**src/rtl/cpu_pkg.sv**
```systemverilog
// Shared CPU definitions for the fetch unit: datapath widths, next-PC select
// encodings, fetch FSM state type and the default reset PC.
package cpu_pkg;

  localparam int unsigned XLEN      = 32;
  localparam int unsigned PC_CTRL_W = 3;

  localparam logic [XLEN-1:0] RESET_PC_DEFAULT = 32'h0000_0000;

  // Next-PC select from the control unit; codes 3'b100..3'b111 are illegal
  typedef enum logic [PC_CTRL_W-1:0] {
    PC_INC    = 3'b000,
    PC_JUMP   = 3'b001,
    PC_JR     = 3'b010,
    PC_BRANCH = 3'b011
  } pc_ctrl_e;

  typedef enum logic [1:0] {
    S_IDLE  = 2'd0,
    S_REQ   = 2'd1,
    S_ISSUE = 2'd2
  } fetch_state_e;

endpackage

```
**src/rtl/pc_fetch_unit_if.sv**
```systemverilog
// Instruction-memory request/acknowledge bus.
//   imem_req   : fetch request (fetch unit -> memory)
//   imem_addr  : fetch address (fetch unit -> memory)
//   imem_ack   : request accepted, imem_rdata valid this cycle (memory -> fetch unit)
//   imem_rdata : fetched instruction word (memory -> fetch unit)
interface pc_fetch_unit_if;
  import cpu_pkg::*;

  logic            imem_req;
  logic [XLEN-1:0] imem_addr;
  logic            imem_ack;
  logic [XLEN-1:0] imem_rdata;

  modport master (
    output imem_req,
    output imem_addr,
    input  imem_ack,
    input  imem_rdata
  );

  modport slave (
    input  imem_req,
    input  imem_addr,
    output imem_ack,
    output imem_rdata
  );

endinterface

```
**src/rtl/next_pc_calc.sv**
```systemverilog
// Combinational next-PC selection.
//   pc, instruction, rs_value, pc_control : inputs
//   next_pc : selected next PC
//   err     : illegal pc_control code or misaligned jr target
module next_pc_calc
  import cpu_pkg::*;
(
  input  logic [XLEN-1:0]      pc,
  input  logic [XLEN-1:0]      instruction,
  input  logic [XLEN-1:0]      rs_value,
  input  logic [PC_CTRL_W-1:0] pc_control,
  output logic [XLEN-1:0]      next_pc,
  output logic                 err
);

  logic [XLEN-1:0] p4;
  logic [XLEN-1:0] br_off;
  logic            unused_opcode;

  assign p4     = pc + XLEN'(4);
  // Sign-extended 16-bit immediate scaled to a word offset
  assign br_off = {{14{instruction[15]}}, instruction[15:0], 2'b00};
  // Opcode bits are decoded by the control unit, not here
  assign unused_opcode = ^instruction[31:26];

  always_comb begin
    next_pc = p4;
    err     = 1'b0;
    case (pc_control)
      PC_INC:    next_pc = p4;
      PC_JUMP:   next_pc = {p4[31:28], instruction[25:0], 2'b00};
      PC_JR: begin
        next_pc = {rs_value[31:2], 2'b00};
        err     = |rs_value[1:0];
      end
      PC_BRANCH: next_pc = p4 + br_off;
      default: begin
        next_pc = p4;
        err     = 1'b1;
      end
    endcase
  end

endmodule

```
**src/rtl/pc_fetch_unit.sv**
```systemverilog
// Instruction fetch and program counter.
//   clk, rst_n   : clock, asynchronous active-low reset
//   imem         : instruction-memory request/ack bus (master side)
//   instruction  : instruction register feeding the control unit
//   instr_valid  : instruction valid, awaiting pc_update
//   pc_update    : execute has resolved the current instruction
//   pc_control   : next-PC select
//   rs_value     : jr target
//   pc           : address of the current instruction
//   link_addr    : pc + 4 (combinational), jal return address
//   pc_err       : one-cycle pulse on illegal select or misaligned jr target
//   instr_count  : number of retired instructions
module pc_fetch_unit
  import cpu_pkg::*;
#(
  parameter logic [XLEN-1:0] RESET_PC = RESET_PC_DEFAULT
) (
  input  logic                 clk,
  input  logic                 rst_n,
  pc_fetch_unit_if.master      imem,
  output logic [XLEN-1:0]      instruction,
  output logic                 instr_valid,
  input  logic                 pc_update,
  input  logic [PC_CTRL_W-1:0] pc_control,
  input  logic [XLEN-1:0]      rs_value,
  output logic [XLEN-1:0]      pc,
  output logic [XLEN-1:0]      link_addr,
  output logic                 pc_err,
  output logic [XLEN-1:0]      instr_count
);

  fetch_state_e    state_q, state_d;
  logic [XLEN-1:0] pc_q, pc_d;
  logic [XLEN-1:0] instr_q, instr_d;
  logic [XLEN-1:0] count_q, count_d;
  logic            err_q, err_d;
  logic            req_q, req_d;
  logic            valid_q, valid_d;

  logic [XLEN-1:0] calc_next_pc;
  logic            calc_err;

  next_pc_calc u_next_pc_calc (
    .pc          (pc_q),
    .instruction (instr_q),
    .rs_value    (rs_value),
    .pc_control  (pc_control),
    .next_pc     (calc_next_pc),
    .err         (calc_err)
  );

  // Next-state and next-output logic; outputs are registered below
  always_comb begin
    state_d = state_q;
    pc_d    = pc_q;
    instr_d = instr_q;
    count_d = count_q;
    err_d   = 1'b0;
    req_d   = 1'b0;
    valid_d = 1'b0;
    case (state_q)
      S_IDLE: begin
        state_d = S_REQ;
        req_d   = 1'b1;
      end
      S_REQ: begin
        req_d = 1'b1;
        if (imem.imem_ack) begin
          state_d = S_ISSUE;
          instr_d = imem.imem_rdata;
          req_d   = 1'b0;
          valid_d = 1'b1;
        end
      end
      S_ISSUE: begin
        valid_d = 1'b1;
        if (pc_update) begin
          state_d = S_REQ;
          pc_d    = calc_next_pc;
          count_d = count_q + XLEN'(1);
          err_d   = calc_err;
          valid_d = 1'b0;
          req_d   = 1'b1;
        end
      end
      default: state_d = S_IDLE;
    endcase
  end

  // State and output registers
  always_ff @(posedge clk or negedge rst_n) begin
    if (!rst_n) begin
      state_q <= S_IDLE;
      pc_q    <= RESET_PC;
      instr_q <= '0;
      count_q <= '0;
      err_q   <= 1'b0;
      req_q   <= 1'b0;
      valid_q <= 1'b0;
    end else begin
      state_q <= state_d;
      pc_q    <= pc_d;
      instr_q <= instr_d;
      count_q <= count_d;
      err_q   <= err_d;
      req_q   <= req_d;
      valid_q <= valid_d;
    end
  end

  assign imem.imem_req  = req_q;
  assign imem.imem_addr = pc_q;
  assign instruction    = instr_q;
  assign instr_valid    = valid_q;
  assign pc             = pc_q;
  assign link_addr      = pc_q + XLEN'(4);
  assign pc_err         = err_q;
  assign instr_count    = count_q;

endmodule

```
**src/flat_wrapper.sv**
```systemverilog
// flat-port wrapper written by rule: the top's interface ports become plain ports
module pc_fetch_unit_flat import cpu_pkg::*;
#(
  parameter logic [XLEN-1:0] RESET_PC = RESET_PC_DEFAULT
)
  (clk, rst_n, instruction, instr_valid, pc_update, pc_control, rs_value, pc, link_addr, pc_err, instr_count, imem_imem_req, imem_imem_addr, imem_imem_ack, imem_imem_rdata);
  pc_fetch_unit_if imem_i ();
  input  logic clk;
  input  logic rst_n;
  output logic [XLEN-1:0] instruction;
  output logic instr_valid;
  input  logic pc_update;
  input  logic [PC_CTRL_W-1:0] pc_control;
  input  logic [XLEN-1:0] rs_value;
  output logic [XLEN-1:0] pc;
  output logic [XLEN-1:0] link_addr;
  output logic pc_err;
  output logic [XLEN-1:0] instr_count;
  output wire logic [$bits(imem_i.imem_req)-1:0] imem_imem_req;
  output wire logic [$bits(imem_i.imem_addr)-1:0] imem_imem_addr;
  input wire logic [$bits(imem_i.imem_ack)-1:0] imem_imem_ack;
  input wire logic [$bits(imem_i.imem_rdata)-1:0] imem_imem_rdata;
  assign imem_imem_req = imem_i.imem_req;
  assign imem_imem_addr = imem_i.imem_addr;
  assign imem_i.imem_ack = imem_imem_ack;
  assign imem_i.imem_rdata = imem_imem_rdata;
  pc_fetch_unit #(.RESET_PC(RESET_PC)) u_core (.clk(clk), .rst_n(rst_n), .imem(imem_i), .instruction(instruction), .instr_valid(instr_valid), .pc_update(pc_update), .pc_control(pc_control), .rs_value(rs_value), .pc(pc), .link_addr(link_addr), .pc_err(pc_err), .instr_count(instr_count));
endmodule
```
**config.mk**
```make
export PLATFORM = sky130hd
export DESIGN_NAME = pc_fetch_unit_flat
export DESIGN_NICKNAME = d
export VERILOG_FILES = /design/src/rtl/cpu_pkg.sv /design/src/rtl/pc_fetch_unit_if.sv /design/src/rtl/next_pc_calc.sv /design/src/rtl/pc_fetch_unit.sv /design/src/flat_wrapper.sv
export SDC_FILE = /design/constraint.sdc
export NUM_CORES = 1
export LEC_CHECK = 0
export BUFFER_PORTS_ARGS = -buffer_cell sky130_fd_sc_hd__buf_2
export CAP_MARGIN = 20
export CORE_ASPECT_RATIO = 1.2
export CORE_MARGIN = 2
export CORE_UTILIZATION = 58
export DETAILED_ROUTE_END_ITERATION = 8
export PLACE_DENSITY_LB_ADDON = 0.1
export RECOVER_POWER = 25
export REMOVE_ABC_BUFFERS = 1
export SLEW_MARGIN = 30
export SYNTH_ARGS = -nofsm -noshare
export SYNTH_HDL_FRONTEND = slang
export SYNTH_HIERARCHICAL = 1
export SYNTH_SLANG_ARGS = --single-unit
```
**constraint.sdc**
```tcl
create_clock -name clk -period 7.7 [get_ports clk]
set_input_delay 1.54 -clock clk [delete_from_list [all_inputs] [get_ports clk]]
set_output_delay 1.54 -clock clk [all_outputs]
set_load 0.01 [all_outputs]
```
Word level (Yosys, flattened, before mapping)
Cells that the tools add are included.
{ "word_totals": {"mem_bits_rw": 0, "mem_count": 0, "latch_bits": 0, "romBits": 0, "inputBits": 71, "ff_bits": 101, "word_cells": 37, "output_inout_bits": 163} }
{ "op_classes": {"div_mod_pow": 0, "mux": 13, "bitwise_logic": 0, "reduce_logical": 7, "n_addsub": 3, "shift": 0, "mul": 0, "eq_ne": 7, "magnitude_cmp": 0} }
{ "ops": {"columns": ["op", "n"], "rows": [
  ["$pmux W32 S3", 1],
  ["$add A32 B1 Y32 const B", 1],
  ["$add A32 B3 Y32 const B", 1],
  ["$add A32 B32 Y32", 1],
  ["$eq A3 B2 Y1 const B", 2],
  ["$mux W1", 6],
  ["$pmux W2 S3", 1],
  ["$reduce_and A2 Y1", 3],
  ["$mux W2", 2],
  ["$ne A2 B2 Y1 const B", 2],
  ["$pmux W1 S2", 2],
  ["$eq A3 B1 Y1 const B", 1],
  ["$logic_not A3 Y1", 1],
  ["$pmux W1 S3", 1],
  ["$reduce_or A3 Y1", 1],
  ["$eq A2 B1 Y1 const B", 1],
  ["$eq A2 B2 Y1 const B", 1],
  ["$logic_not A2 Y1", 1],
  ["$reduce_or A2 Y1", 1]
]} }

Logic depth before layout (Yosys ltp)
Gate-level depths: netlist of run 1.
{ "depth": {"word_depth": 5, "ltp_mapped": 17, "depth_no_buf": 17} }

Hierarchy
The synthesis of run 1 kept the hierarchy.
{ "by_module_without_submodules": {"columns": ["module", "n_inst", "area_per_inst_um2", "cells_each", "seq_area_each_um2"], "rows": [
  ["pc_fetch_unit", 1, 4978.5, 411, 2527.4],
  ["next_pc_calc", 1, 3096.7, 465, 0.0]
]} }

Least setup slack after synthesis of run 1
OpenSTA, ideal clock, no wires.
{ "synth_path": {"path_kind": "reg-to-reg", "from": "register u_core.pc_q[2] (netlist: u_core/imem.imem_addr[2])", "to": "register u_core.pc_q[31] (netlist: u_core/imem.imem_addr[31])", "n_path_buf": 0, "arrival_ps": 4050, "setup_time_ps": 125, "slack_ps": 3525, "synth_period_minus_slack_ps": 4175, "required_time_ps": 7575, "stages_incl_launch_ff": 18, "path_cell_list": "dfrtp_1 > ha_1 > and4_1 > and4_1 > nand3_1 > nor2_1 > nand2_1 > xnor2_1 > ha_1 > a21o_1 > a21oi_1 > nor2_1 > or4_1 > a31oi_1 > a211oi_1 > a2111o_1 > a31o_1 > mux2_2"} }
{ "synth_between": {"elab_chain_len": 3} }
{ "synth_lines": {"columns": ["element", "line", "text"], "rows": [
  ["start: declaration", "pc_fetch_unit.sv:33", "logic [XLEN-1:0] pc_q, pc_d;"],
  ["start signal: assignment", "pc_fetch_unit.sv:102", "pc_q <= pc_d;"],
  ["$add A32 B3 Y32 (*)", "next_pc_calc.sv:20", "assign p4 = pc + XLEN'(4);"],
  ["$add A32 B32 Y32", "next_pc_calc.sv:36", "PC_BRANCH: next_pc = p4 + br_off;"],
  ["$pmux W32 S3 (*)", "next_pc_calc.sv:29", "case (pc_control)"],
  ["named net u_core.calc_next_pc[31]", "pc_fetch_unit.sv:40", "logic [XLEN-1:0] calc_next_pc;"]
]} }
Mark *: on every way through the listed nets, which the timed path passes. The rest lies on a longest branch.
A chain may end at the register's enable or synchronous reset.

Worst setup path in the final report of run 1
Same ends and word-level chain as after synthesis.

==> key figures, run 1 <==
Outcome
  – Outcome: finished, violations left
  – Violated checks: capacitance limit, slew limit

Timing
  – Fmax: 210 MHz
  – Post-layout min period: roughly 4800 ps
  – Final period utilization: 0.618
  – Slew Limit Headroom: -0.710
  – Fin. Hold Viols: 0
  – RSZ-0062 raised after global routing: no
  – Fin. max-slew vios: 113
  – Fin Setup TNS: 0 ps
  – Slew at the pin closest to its max-slew limit: 2570 ps
  – Post-route clock skew: slightly above 7 ps
  – # setup viols final: 0

Clock network
  – H-tree levels: 3
  – Clk pin slew, worst setup/hold paths: approximately 70 ps
  – CTS tree: yes
  – CTS Buf Count: 9
  – Clk sink count: 101
  – Post-CTS Hold Buffers: 0
  – Clock root cell: clkbuf_16
  – Worst-Skew Late Latency: between 300 and 400 ps
  – Setup Buffers After CTS: 0
  – Max Buffers Root-to-Sink: 2
  – CTS resizes: 0

Layout
  – Layout cell share with drive strength beyond 1: 0.311
  – N_diodes: 0
  – Nets: 1,172
  – Synth-to-layout area growth: 16.1%
  – Filler cells: 1,194
  – Post-route cell area: about 9400 um^2
  – Fin util: 0.684

Synthesis
  – Mean Syn Cell Area: slightly above 9 um^2
  – Seq cells post-synth: between 100 and 150
  – Post-synth EDFFs: 0
  – Synth cell types: between 60 and 70
  – Mapped cell area: about 8100 um^2
  – Post-Syn Instances: between 800 and 900
  – Top FF cell, synth: dfrtp_1
  – Sequential share of the synthesized area: 0.313
  – Yosys Warn Count: 6
  – Ys async rst share: 1.00

Placed design
  – GPL Wtd Cong: roughly 0.9
  – Hpwl dp: between 15,000 and 20,000 um
  – Input/output buffers: about 230
  – Placed inst area: 9110 um^2

Die
  – Die Y-Extent: ~130 um
  – Die width: around 110 um
  – Die Area: 14,900 um^2
  – I/O pins: roughly 230
  – Starting density of the core: 0.589
  – Cell row count: 47
  – Core Area: about 14,000 um^2

Drt
  – Max Used Layer: met5
  – Drt first pass iters: 6
  – M1 WL: between 8000 and 9000 um
  – Wire per inst: between 15 and 20 um
  – Vias: 7,265
  – Vias per cell: 5.88
  – Post-Route WL: 22,000 um
  – Met3 wire length: 1380 um
  – DRC violations left: 0
  – Met2 routed wirelength: roughly 11,000 um
  – Detail Route Antenna Nets: 0
  – Detailed Route Iter0 Violations: around 340

Min path
  – Worst hold-check path type: flop to flop
  – Hold_sp: u_core/instr_count[31]$_DFFE_PN0P_
  – Hold Path Depth: 1
  – WHS Endpoint: u_core/instr_count[31]$_DFFE_PN0P_

Worst setup path
  – FF-to-FF End: u_core/imem.imem_addr[31]$_DFFE_PN0P_
  – R2r startpoint: u_core/imem.imem_addr[2]$_DFFE_PN0P_
  – Setup slack, reg-to-reg: between 2000 and 3000 ps
  – Endpoint type of the worst setup path: flop
  – Crit-path max FO: 12
  – CP required: 7950 ps
  – Reg2reg path depth: 17
  – Type of origin of the critical path: flop
  – Setup CP Type: flop to flop
  – WP data arrival: approximately 5000 ps

Power
  – Leakage: around 4.6 nW
  – VDD IR max: 0.226 mV
  – Pwr Density: roughly 420 nW/um^2

Global route
  – Global route total overflow: 0
  – First-pass GRT wire length: ~35,000 um
  – GRT Total Usage: 0.290
  – Vias in the first global route: between 6,000 and 7,000
  – Antenna violations before repair: 1
  – Largest net degree at the start of global routing: 56

Flow run
  – Max-Cap Viols: 3
critical path, cell delays in order, from the launching register on:
cell	delay [ps]
dfrtp_1	570
ha_1	280
and4_1	280
and4_1	300
nand3_1	230
nor2_1	230
nand2_1	90
xnor2_1	230
ha_1	340
a21o_1	190
a21oi_1	160
nor2_1	70
or4_1	470
a31oi_1	260
a211oi_1	110
a2111o_1	390
a31o_1	190
mux2_2	250
placed cells by master, fill, tap and decap left out, types with 6 or more instances in the layout:
cell / count
a21boi_0: 6
a21o_1: 18
a21oi_1: 38
a22oi_1: 21
a31oi_1: 7
and2_1: 9
and3_1: 19
and4_1: 12
buf_2: 226
clkbuf_1: 10
clkbuf_16: 9
dfrtp_1: 101
ha_1: 41
inv_1: 29
mux2_2: 68
nand2_1: 65
nand2b_1: 15
nand3_1: 36
nand4_1: 28
nor2_1: 50
nor2b_1: 8
nor3_1: 13
o21ai_0: 25
o21bai_1: 7
o221ai_1: 11
o31ai_1: 6
xnor2_1: 68
xor2_1: 36
state kept, by name, indices dropped and copies added (netlist names):
name and cells:
u_core/imem.imem_addr 32, u_core/pc_err 1, u_core/instruction 32, u_core/state_q 2, u_core/instr_valid 1, u_core/imem.imem_req 1, u_core/instr_count 32
synth_stat cells (3+ instances only):
master,count,area [um^2]
dfrtp_1,101,2530
mux2_2,68,766
xnor2_1,68,596
nand2_1,65,244
nor2_1,50,188
ha_1,41,513
a21oi_1,38,190
xor2_1,36,315
buf_4,35,263
nand3_1,35,175
inv_1,29,109
nand4_1,28,175
o21ai_0,25,125
clkbuf_1,24,90.1
a22oi_1,21,158
and3_1,19,119
a21o_1,18,135
nand2b_1,15,93.8
nor3_1,13,65.1
and4_1,12,105
o221ai_1,11,96.3
and2_1,10,62.6
nor2b_1,8,50.1
a31oi_1,7,43.8
o21bai_1,7,52.6
a21boi_0,6,45.0
o31ai_1,6,45.0
a211oi_1,5,37.5
buf_2,5,25.0
mux2i_1,5,50.1
nand3b_1,5,37.5
o21a_1,5,37.5
nor4_4,4,85.1
o21ai_1,4,20.0
a221oi_1,3,26.3
buf_1,3,11.3
nor3_2,3,30.0
o22ai_1,3,18.8
or2_2,3,18.8
or3_1,3,18.8
kinds of logic after synthesis:
logic type | after synthesis | synth area share
AO/OA/AOI/OAI | 175 | 0.150
multiplexers | 73 | 0.101
XOR/XNOR | 104 | 0.113
adder cells (fa/ha/maj) | 42 | 0.0660
AND/OR/NAND/NOR | 285 | 0.196
flip-flops | 101 | 0.313
buffers and inverters | 96 | 0.0617
power breakdown:
| group | internal (W) | switching, W | leakage, nW |
|---|---|---|---|
| clock | 0.000225 | 0.000225 | 0.132 |
| combinational | 0.00110 | 0.00133 | 3.17 |
| sequential | 0.000709 | 0.000328 | 1.27 |
| total | 0.00204 | 0.00188 | 4.58 |
worst max path at each step:
stage | start | to | slack (ps) | cells past startpoint
after floorplan | u_core/imem.imem_addr[2]$_DFFE_PN0P_ | u_core/imem.imem_addr[31]$_DFFE_PN0P_ | 3460 | 17
after global placement | u_core/imem.imem_addr[2]$_DFFE_PN0P_ | u_core/imem.imem_addr[31]$_DFFE_PN0P_ | 3160 | 17
after CTS | u_core/imem.imem_addr[2]$_DFFE_PN0P_ | u_core/imem.imem_addr[31]$_DFFE_PN0P_ | 2990 | 17
after global routing | u_core/imem.imem_addr[2]$_DFFE_PN0P_ | u_core/imem.imem_addr[31]$_DFFE_PN0P_ | 2670 | 17
final | u_core/imem.imem_addr[2]$_DFFE_PN0P_ | u_core/imem.imem_addr[31]$_DFFE_PN0P_ | 2940 | 17
after detailed placement | u_core/imem.imem_addr[2]$_DFFE_PN0P_ | u_core/imem.imem_addr[31]$_DFFE_PN0P_ | 3020 | 17
final cells by class:
class | count | area [um^2] | share of cell area
multi-input cells | 679 | 5040 | 0.538
clock buffers | 10 | 229 | 0.0244
well taps | 171 | 214 | 0.0228
flip-flops and latches | 101 | 2530 | 0.270
inverters | 29 | 109 | 0.0116
repair buffers | 239 | 1190 | 0.127
clock inverters | 6 | 57.6 | 0.00614
per-layer routing:
layer | vias up | GRT usage
met5 | - | 0
met2 | 261 | 0.519
met4 | 2 | 0.0926
met3 | 34 | 0.0469
met1 | 3461 | 0.359
li1 | 3507 | -
stage by stage:
step	hold slack, ps	setup WS [ps]	power (W)	std cells
final	461	2940	0.00392	1235
after global routing	484	2670	0.00422	1235
after CTS	467	2990	0.00391	1235
after detailed placement	452	3020	0.00345	1219
after global placement	450	3160	0.00342	1219
after floorplan	504	3460	0.00267	809
Power figures use the tool's default switching activity.
==> inputs of run 2 (changes only) <==
--- a/config.mk
+++ b/config.mk
@@ -5,11 +5,12 @@
 export SDC_FILE = /design/constraint.sdc
 export NUM_CORES = 1
 export LEC_CHECK = 0
+export ABC_AREA = 1
 export BUFFER_PORTS_ARGS = -buffer_cell sky130_fd_sc_hd__buf_2
 export CAP_MARGIN = 20
 export CORE_ASPECT_RATIO = 1.2
 export CORE_MARGIN = 2
-export CORE_UTILIZATION = 58
+export CORE_UTILIZATION = 50
 export DETAILED_ROUTE_END_ITERATION = 8
 export PLACE_DENSITY_LB_ADDON = 0.1
 export RECOVER_POWER = 25
==> constraint.sdc (replaced) <==
create_clock -name clk -period 4.2 [get_ports clk]
set_input_delay 0.84 -clock clk [delete_from_list [all_inputs] [get_ports clk]]
set_output_delay 0.84 -clock clk [all_outputs]
set_load 0.01 [all_outputs]
==> key figures, run 2 <==
Synthesis
  – Seq cells post-synth: ~100
  – Cell with the most instances after synthesis: nand2_1
  – Synth area leaders: dfrtp_1 27%, nand2_1 20%, inv_1 7.4%, ha_1 5.6%, nor2_1 5.0%
  – Post-Synth Simple-Gate Area: 0.395
  – Area share of the largest cell type after synthesis: 0.274
  – Synth cell types: 46
  – XOR/XNOR Fraction of Synth Area: 0.0604
  – Synth cell count leaders: 504 x nand2_1, 183 x inv_1, 124 x nor2_1, 101 x dfrtp_1, 90 x nand3_1
  – Ys async rst share: 1.00
  – Mean Syn Cell Area: 6.55 um^2
  – Largest family of logic cells by synthesized area: simple AND/OR/NAND/NOR gates
  – Sequential share of the synthesized area: 0.274
  – Top FF cell, synth: dfrtp_1
  – Post-synth EDFFs: 0
  – Yosys Warn Count: 6
  – Post-Syn Instances: between 1,000 and 1,500
  – Synth Area in Compound Gates: 0.0575
  – Multiplexer area fraction after synthesis: 0.0390
  – Mapped cell area: around 9000 um^2
  – Adder-Cell Fraction of Synth Area: 0.0577
  – Synth area leader: dfrtp_1

Drt
  – Detailed Route Iter0 Violations: 718
  – DRC violations left: 0
  – Vias: 9,821
  – Vias per cell: around 5.3
  – Drt first pass iters: 5
  – Wire per inst: approximately 17 um
  – Post-Route WL: 31,200 um
  – Detail Route Antenna Nets: 0

Worst setup path
  – Crit-path max FO: 9
  – Setup CP Type: flop to flop
  – CP required: ~4500 ps
  – Endpoint type of the worst setup path: flop
  – Type of origin of the critical path: flop
  – Setup slack, reg-to-reg: around 630 ps
  – WP data arrival: around 3800 ps

Global route
  – Global route total overflow: 0
  – First-pass GRT wire length: slightly below 50,000 um
  – Antenna violations before repair: 0
  – GRT Total Usage: 0.318
  – Vias in the first global route: about 9,300
  – Largest net degree at the start of global routing: 48

Timing
  – Hold slack: roughly 500 ps
  – Post-route clock skew: roughly 11 ps
  – Fmax: around 280 MHz
  – Setup ws final: 630 ps
  – Final period utilization: 0.850
  – RSZ-0062 raised after global routing: no
  – Post-layout min period: 3570 ps
  – Slew at the pin closest to its max-slew limit: ~2600 ps
  – Slew Limit Headroom: -0.767
  – Fin. max-slew vios: 78
  – # setup viols final: 0
  – Fin. Hold Viols: 0
  – Fin Setup TNS: 0 ps

Placed design
  – Hpwl dp: between 20,000 and 25,000 um
  – Dpl cells: 1,825
  – Input/output buffers: roughly 230
  – Placed inst area: 10,400 um^2
  – GPL Wtd Cong: roughly 1
  – Setup WS pre-CTS: 689 ps

Layout
  – Post-route cell area: approximately 11,000 um^2
  – Non-filler cells, final: approximately 1,800
  – Filler cells: between 1,500 and 2,000
  – Layout cell share with drive strength beyond 1: 0.212
  – Synth-to-layout area growth: 15.9%
  – N_diodes: 0
  – Most common cell after layout, fill and taps aside: nand2_1
  – Nets: about 1,700
  – Most frequent cells in the layout: 504 x nand2_1, 232 x buf_2, 183 x inv_1

Clock network
  – Clk sink count: approximately 100
  – Post-CTS Hold Buffers: 0
  – Max Buffers Root-to-Sink: 2
  – Setup Buffers After CTS: 0
  – Clk pin slew, worst setup/hold paths: 80 ps
  – CTS resizes: 0
  – H-tree levels: 3
  – Worst-Skew Late Latency: approximately 370 ps
  – CTS tree: yes
  – Clock root cell: clkbuf_16
  – CTS Buf Count: 9

Power
  – VDD IR max: 0.296 mV
  – Leakage: 5.90 nW
  – Pwr Density: between 600 and 700 nW/um^2

Die
  – Die width: around 130 um
  – Die Area: around 20,000 um^2
  – Starting density of the core: 0.508
  – Die Y-Extent: about 150 um
  – I/O pins: roughly 230
  – Cell row count: 54
  – Core Area: ~18,000 um^2

Outcome
  – Violated checks: capacitance limit, slew limit
  – Outcome: finished, violations left

Flow run
  – Max-Cap Viols: 2

Min path
  – Worst hold-check path type: flop to flop
==> run 2: cell count changes after synthesis, sizes merged, moves of 17 or more <==
cell and delta:
and3 -19, mux2 -36, nand2 +452, nor2 +89
nand3 +58, xnor2 -49, inv +159, a22oi -20
a21o -17
==> run 2: final timing paths <==
check,startpoint,endpoint,cells past startpoint
worst min-delay path,u_core/instr_count[31]$_DFFE_PN0P_,u_core/instr_count[31]$_DFFE_PN0P_,2
worst max register to register,u_core/imem.imem_addr[7]$_DFFE_PN0P_,u_core/imem.imem_addr[23]$_DFFE_PN0P_,20
worst min register to register,u_core/instr_count[31]$_DFFE_PN0P_,u_core/instr_count[31]$_DFFE_PN0P_,2
min in group asynchronous,rst_n,u_core/imem.imem_addr[15]$_DFFE_PN0P_,1
worst max-delay path,u_core/imem.imem_addr[7]$_DFFE_PN0P_,u_core/imem.imem_addr[23]$_DFFE_PN0P_,20
max in group asynchronous,rst_n,u_core/imem.imem_addr[21]$_DFFE_PN0P_,2
==> run 2: power by group <==
group | switching (W) | total [W] | internal [W]
logic | 0.00295 | 0.00467 | 0.00172
clock network | 0.000449 | 0.000869 | 0.000419
registers | 0.000618 | 0.00191 | 0.00129
==> run 2: area by class of cell <==
cell class	count	area, um^2	area share
multi-input cells	1063	5630	0.526
repair buffers	247	1260	0.118
clock inverters	7	68.8	0.00643
flip-flops and latches	101	2530	0.236
clock buffers	9	225	0.0210
well taps	224	280	0.0262
inverters	190	713	0.0666
==> run 2: layer usage <==
layer,wire length [um],track usage,part of all wire,vias to the layer above
li1,-,-,-,4834
met4,1550,0.169,0.050,0
met3,2240,0.0462,0.072,76
met1,12200,0.381,0.39,4515
met2,15200,0.548,0.49,396
met5,0,0,0,-
==> run 2: worst max-delay path: stages (launching register included) <==
cell and delay [ps]:
dfrtp_1 600, nand2_1 150, nor2_2 200, nand2_2 110, nor2_8 180, nand2_4 100, nor2_4 110, xnor2_1 120
clkinv_1 160, ha_1 410, nand2_1 90, inv_1 80, nand2_1 100, nor3_1 320, nand3_1 150, nand3_1 100
nand2_1 50, nand3_1 160, nand4_1 110, nand2_1 90, nand2_1 50
==> run 2: cells by family after synthesis <==
kind of cell,count (synthesis)
xor+xnor,62
flops,101
simple gates,837
buf+inv,246
fa+ha+maj,42
compound gates,90
mux,32
==> run 2: per-stage QoR <==
step                      total power, W   util
after global routing             0.00808  0.589
after CTS                        0.00741  0.590
after floorplan                  0.00481      -
final                            0.00745  0.589
after detailed placement         0.00653  0.574
after global placement           0.00648  0.574
==> inputs of run 3 (changes only) <==
--- a/config.mk
+++ b/config.mk
@@ -10,7 +10,7 @@
 export CAP_MARGIN = 20
 export CORE_ASPECT_RATIO = 1.2
 export CORE_MARGIN = 2
-export CORE_UTILIZATION = 50
+export CORE_UTILIZATION = 55
 export DETAILED_ROUTE_END_ITERATION = 8
 export PLACE_DENSITY_LB_ADDON = 0.1
 export RECOVER_POWER = 25
==> constraint.sdc (replaced) <==
create_clock -name clk -period 3.4 [get_ports clk]
set_input_delay 0.68 -clock clk [delete_from_list [all_inputs] [get_ports clk]]
set_output_delay 0.68 -clock clk [all_outputs]
set_load 0.01 [all_outputs]
==> key figures, run 3 (synthesis results as in run 2) <==
Die
  – Starting density of the core: 0.566
  – Core Area: approximately 16,000 um^2
  – Die Area: around 18,000 um^2
  – Cell row count: 51
  – Die Y-Extent: roughly 150 um
  – I/O pins: ~230
  – Die width: 122 um

Global route
  – Met3 GRT Util: 0.0529
  – Antenna violations before repair: 1
  – Most Crowded Layer GR: met2
  – First-pass GRT wire length: about 49,000 um
  – Met2 Track Usage GR: 0.619
  – Met1 usage: 0.414
  – Largest net degree at the start of global routing: 54
  – Vias in the first global route: a little under 10,000
  – GRT Total Usage: 0.353
  – Global route total overflow: 0

Layout
  – Multi-input gate area: approximately 5800 um^2
  – FF+latch area: around 2500 um^2
  – Most common cell after layout, fill and taps aside: nand2_1
  – Synth-to-layout area growth: 19.9%
  – Most frequent cells in the layout: 503 x nand2_1, 232 x buf_2, 182 x inv_1
  – Nets: roughly 1,800
  – Layout cell share with drive strength beyond 1: 0.247
  – N_diodes: 0
  – Filler cells: approximately 1,600

Min path
  – Worst hold-check path type: flop to flop
  – WHS Endpoint: u_core/instr_count[31]$_DFFE_PN0P_
  – Hold_sp: u_core/instr_count[31]$_DFFE_PN0P_
  – Hold Path Depth: 2

Clock network
  – Clock root cell: clkbuf_16
  – Max Buffers Root-to-Sink: 2
  – CTS tree: yes
  – Post-CTS Hold Buffers: 0
  – CTS Buf Count: 9
  – Clk pin slew, worst setup/hold paths: 80 ps
  – Worst-Skew Late Latency: 360 ps
  – Clk sink count: 101
  – H-tree levels: 3

Worst setup path
  – Setup slack, reg-to-reg: between 200 and 250 ps
  – Endpoint type of the worst setup path: flop
  – Type of origin of the critical path: flop
  – R2r startpoint: u_core/imem.imem_addr[2]$_DFFE_PN0P_
  – Critical path origin: u_core/imem.imem_addr[2]$_DFFE_PN0P_
  – Crit-path max FO: 5
  – Reg2reg path depth: 17
  – FF-to-FF End: u_core/imem.imem_addr[15]$_DFFE_PN0P_
  – WP data arrival: between 3000 and 4000 ps
  – CP required: between 3000 and 4000 ps
  – Setup CP Type: flop to flop

Drt
  – Detailed Route Iter0 Violations: 919
  – Post-Route WL: ~32,000 um
  – Vias: 10,242
  – Vias per cell: 5.50
  – Detail Route Antenna Nets: 0
  – Drt first pass iters: 6
  – Wire per inst: 17.0 um
  – DRC violations left: 0

Power
  – Clock network fraction of total power: 0.109
  – Leakage: ~6.1 nW
  – Psw: approximately 0.0051 W
  – Total power: 0.00969 W
  – VDD IR max: 0.596 mV
  – Pwr Density: 875 nW/um^2
  – Sequential fraction of design power: 0.221
  – Switching Share: 0.531
  – Logic gate share of total power: 0.670
  – Int Power: between 0.004 and 0.005 W

Timing
  – Fmax: 313 MHz
  – # setup viols final: 0
  – Slew at the pin closest to its max-slew limit: about 1300 ps
  – Fin. max-slew vios: 0
  – Post-layout min period: ~3200 ps
  – Final period utilization: 0.939
  – Post-route clock skew: slightly above 8 ps
  – Fin. Hold Viols: 0
  – Hold slack: 509 ps
  – Slew Limit Headroom: 0.126

Placed design
  – Input/output buffers: 233
  – Hpwl dp: around 25,000 um
  – GPL Wtd Cong: 1.01

Flow run
  – Max-Cap Viols: 0

Outcome
  – Outcome: finished clean
-- run 3: cell count changes in the layout (fill, tap and decap cells not counted), sizes merged --
cell    delta
buf       +36
clkbuf     -2
-- run 3: layout make-up --
type,instances,share of cell area
well taps,212,0.0239
inverters,190,0.0644
flip-flops and latches,101,0.229
repair buffers,281,0.138
clock buffers,9,0.0203
clock inverters,7,0.00598
multi-input cells,1063,0.519
-- run 3: worst max-delay path by stage --
stage	endpoint	slack (ps)	depth (start not counted)
floorplan	u_core/imem.imem_addr[30]$_DFFE_PN0P_	410	23
global placement	u_core/imem.imem_addr[30]$_DFFE_PN0P_	150	19
detailed placement	u_core/imem.imem_addr[30]$_DFFE_PN0P_	160	19
CTS	u_core/imem.imem_addr[30]$_DFFE_PN0P_	120	19
global route	u_core/imem.imem_addr[15]$_DFFE_PN0P_	-6	18
finish	u_core/imem.imem_addr[15]$_DFFE_PN0P_	210	17
-- run 3: critical path, stage by stage, from the launching register on --
cell     delay, ps
dfrtp_1        430
inv_1          100
nor2_1         220
nand2_1        130
xor2_1         320
inv_1           80
ha_1           360
nand2_1        110
nor2_1         220
buf_4          150
and2_1         160
nand2_1         60
nand2_1        170
a21oi_1         90
o21ai_0        120
nand4_1        190
nand2_1        120
nand2_1         60
-- run 3: timing repair --
| item | CTS | global route |
|---|---|---|
| gates resized for setup | 0 | 32 |
| setup endpoints to repair | 0 | 12 |
| buffers inserted | 0 | 3 |
-- run 3: power by group through the flow --
stage	Combinational, W	Sequential (W)	Clock [W]
after floorplan	0.00350	0.00244	0
after global placement	0.00615	0.00214	0
after detailed placement	0.00621	0.00216	0
after CTS	0.00624	0.00213	0.00108
after global routing	0.00713	0.00220	0.00113
final	0.00649	0.00215	0.00106
-- run 3: metal layers --
layer / up-vias / wire length (um)
met5: - / 17
met1: 4723 / 12100
met4: 2 / 1510
li1: 4898 / -
met3: 101 / 2290
met2: 518 / 15800
-- run 3: stage by stage --
stage,util,instance area [um^2],worst slack [ps],cells,setup TNS (ps)
after floorplan,-,8870,411,1354,0
after global placement,0.652,10700,151,1844,0
after detailed placement,0.652,10700,159,1844,0
after CTS,0.670,10900,115,1860,0
after global routing,0.678,11100,-5.77,1863,-5.77
final,0.678,11100,207,1863,0
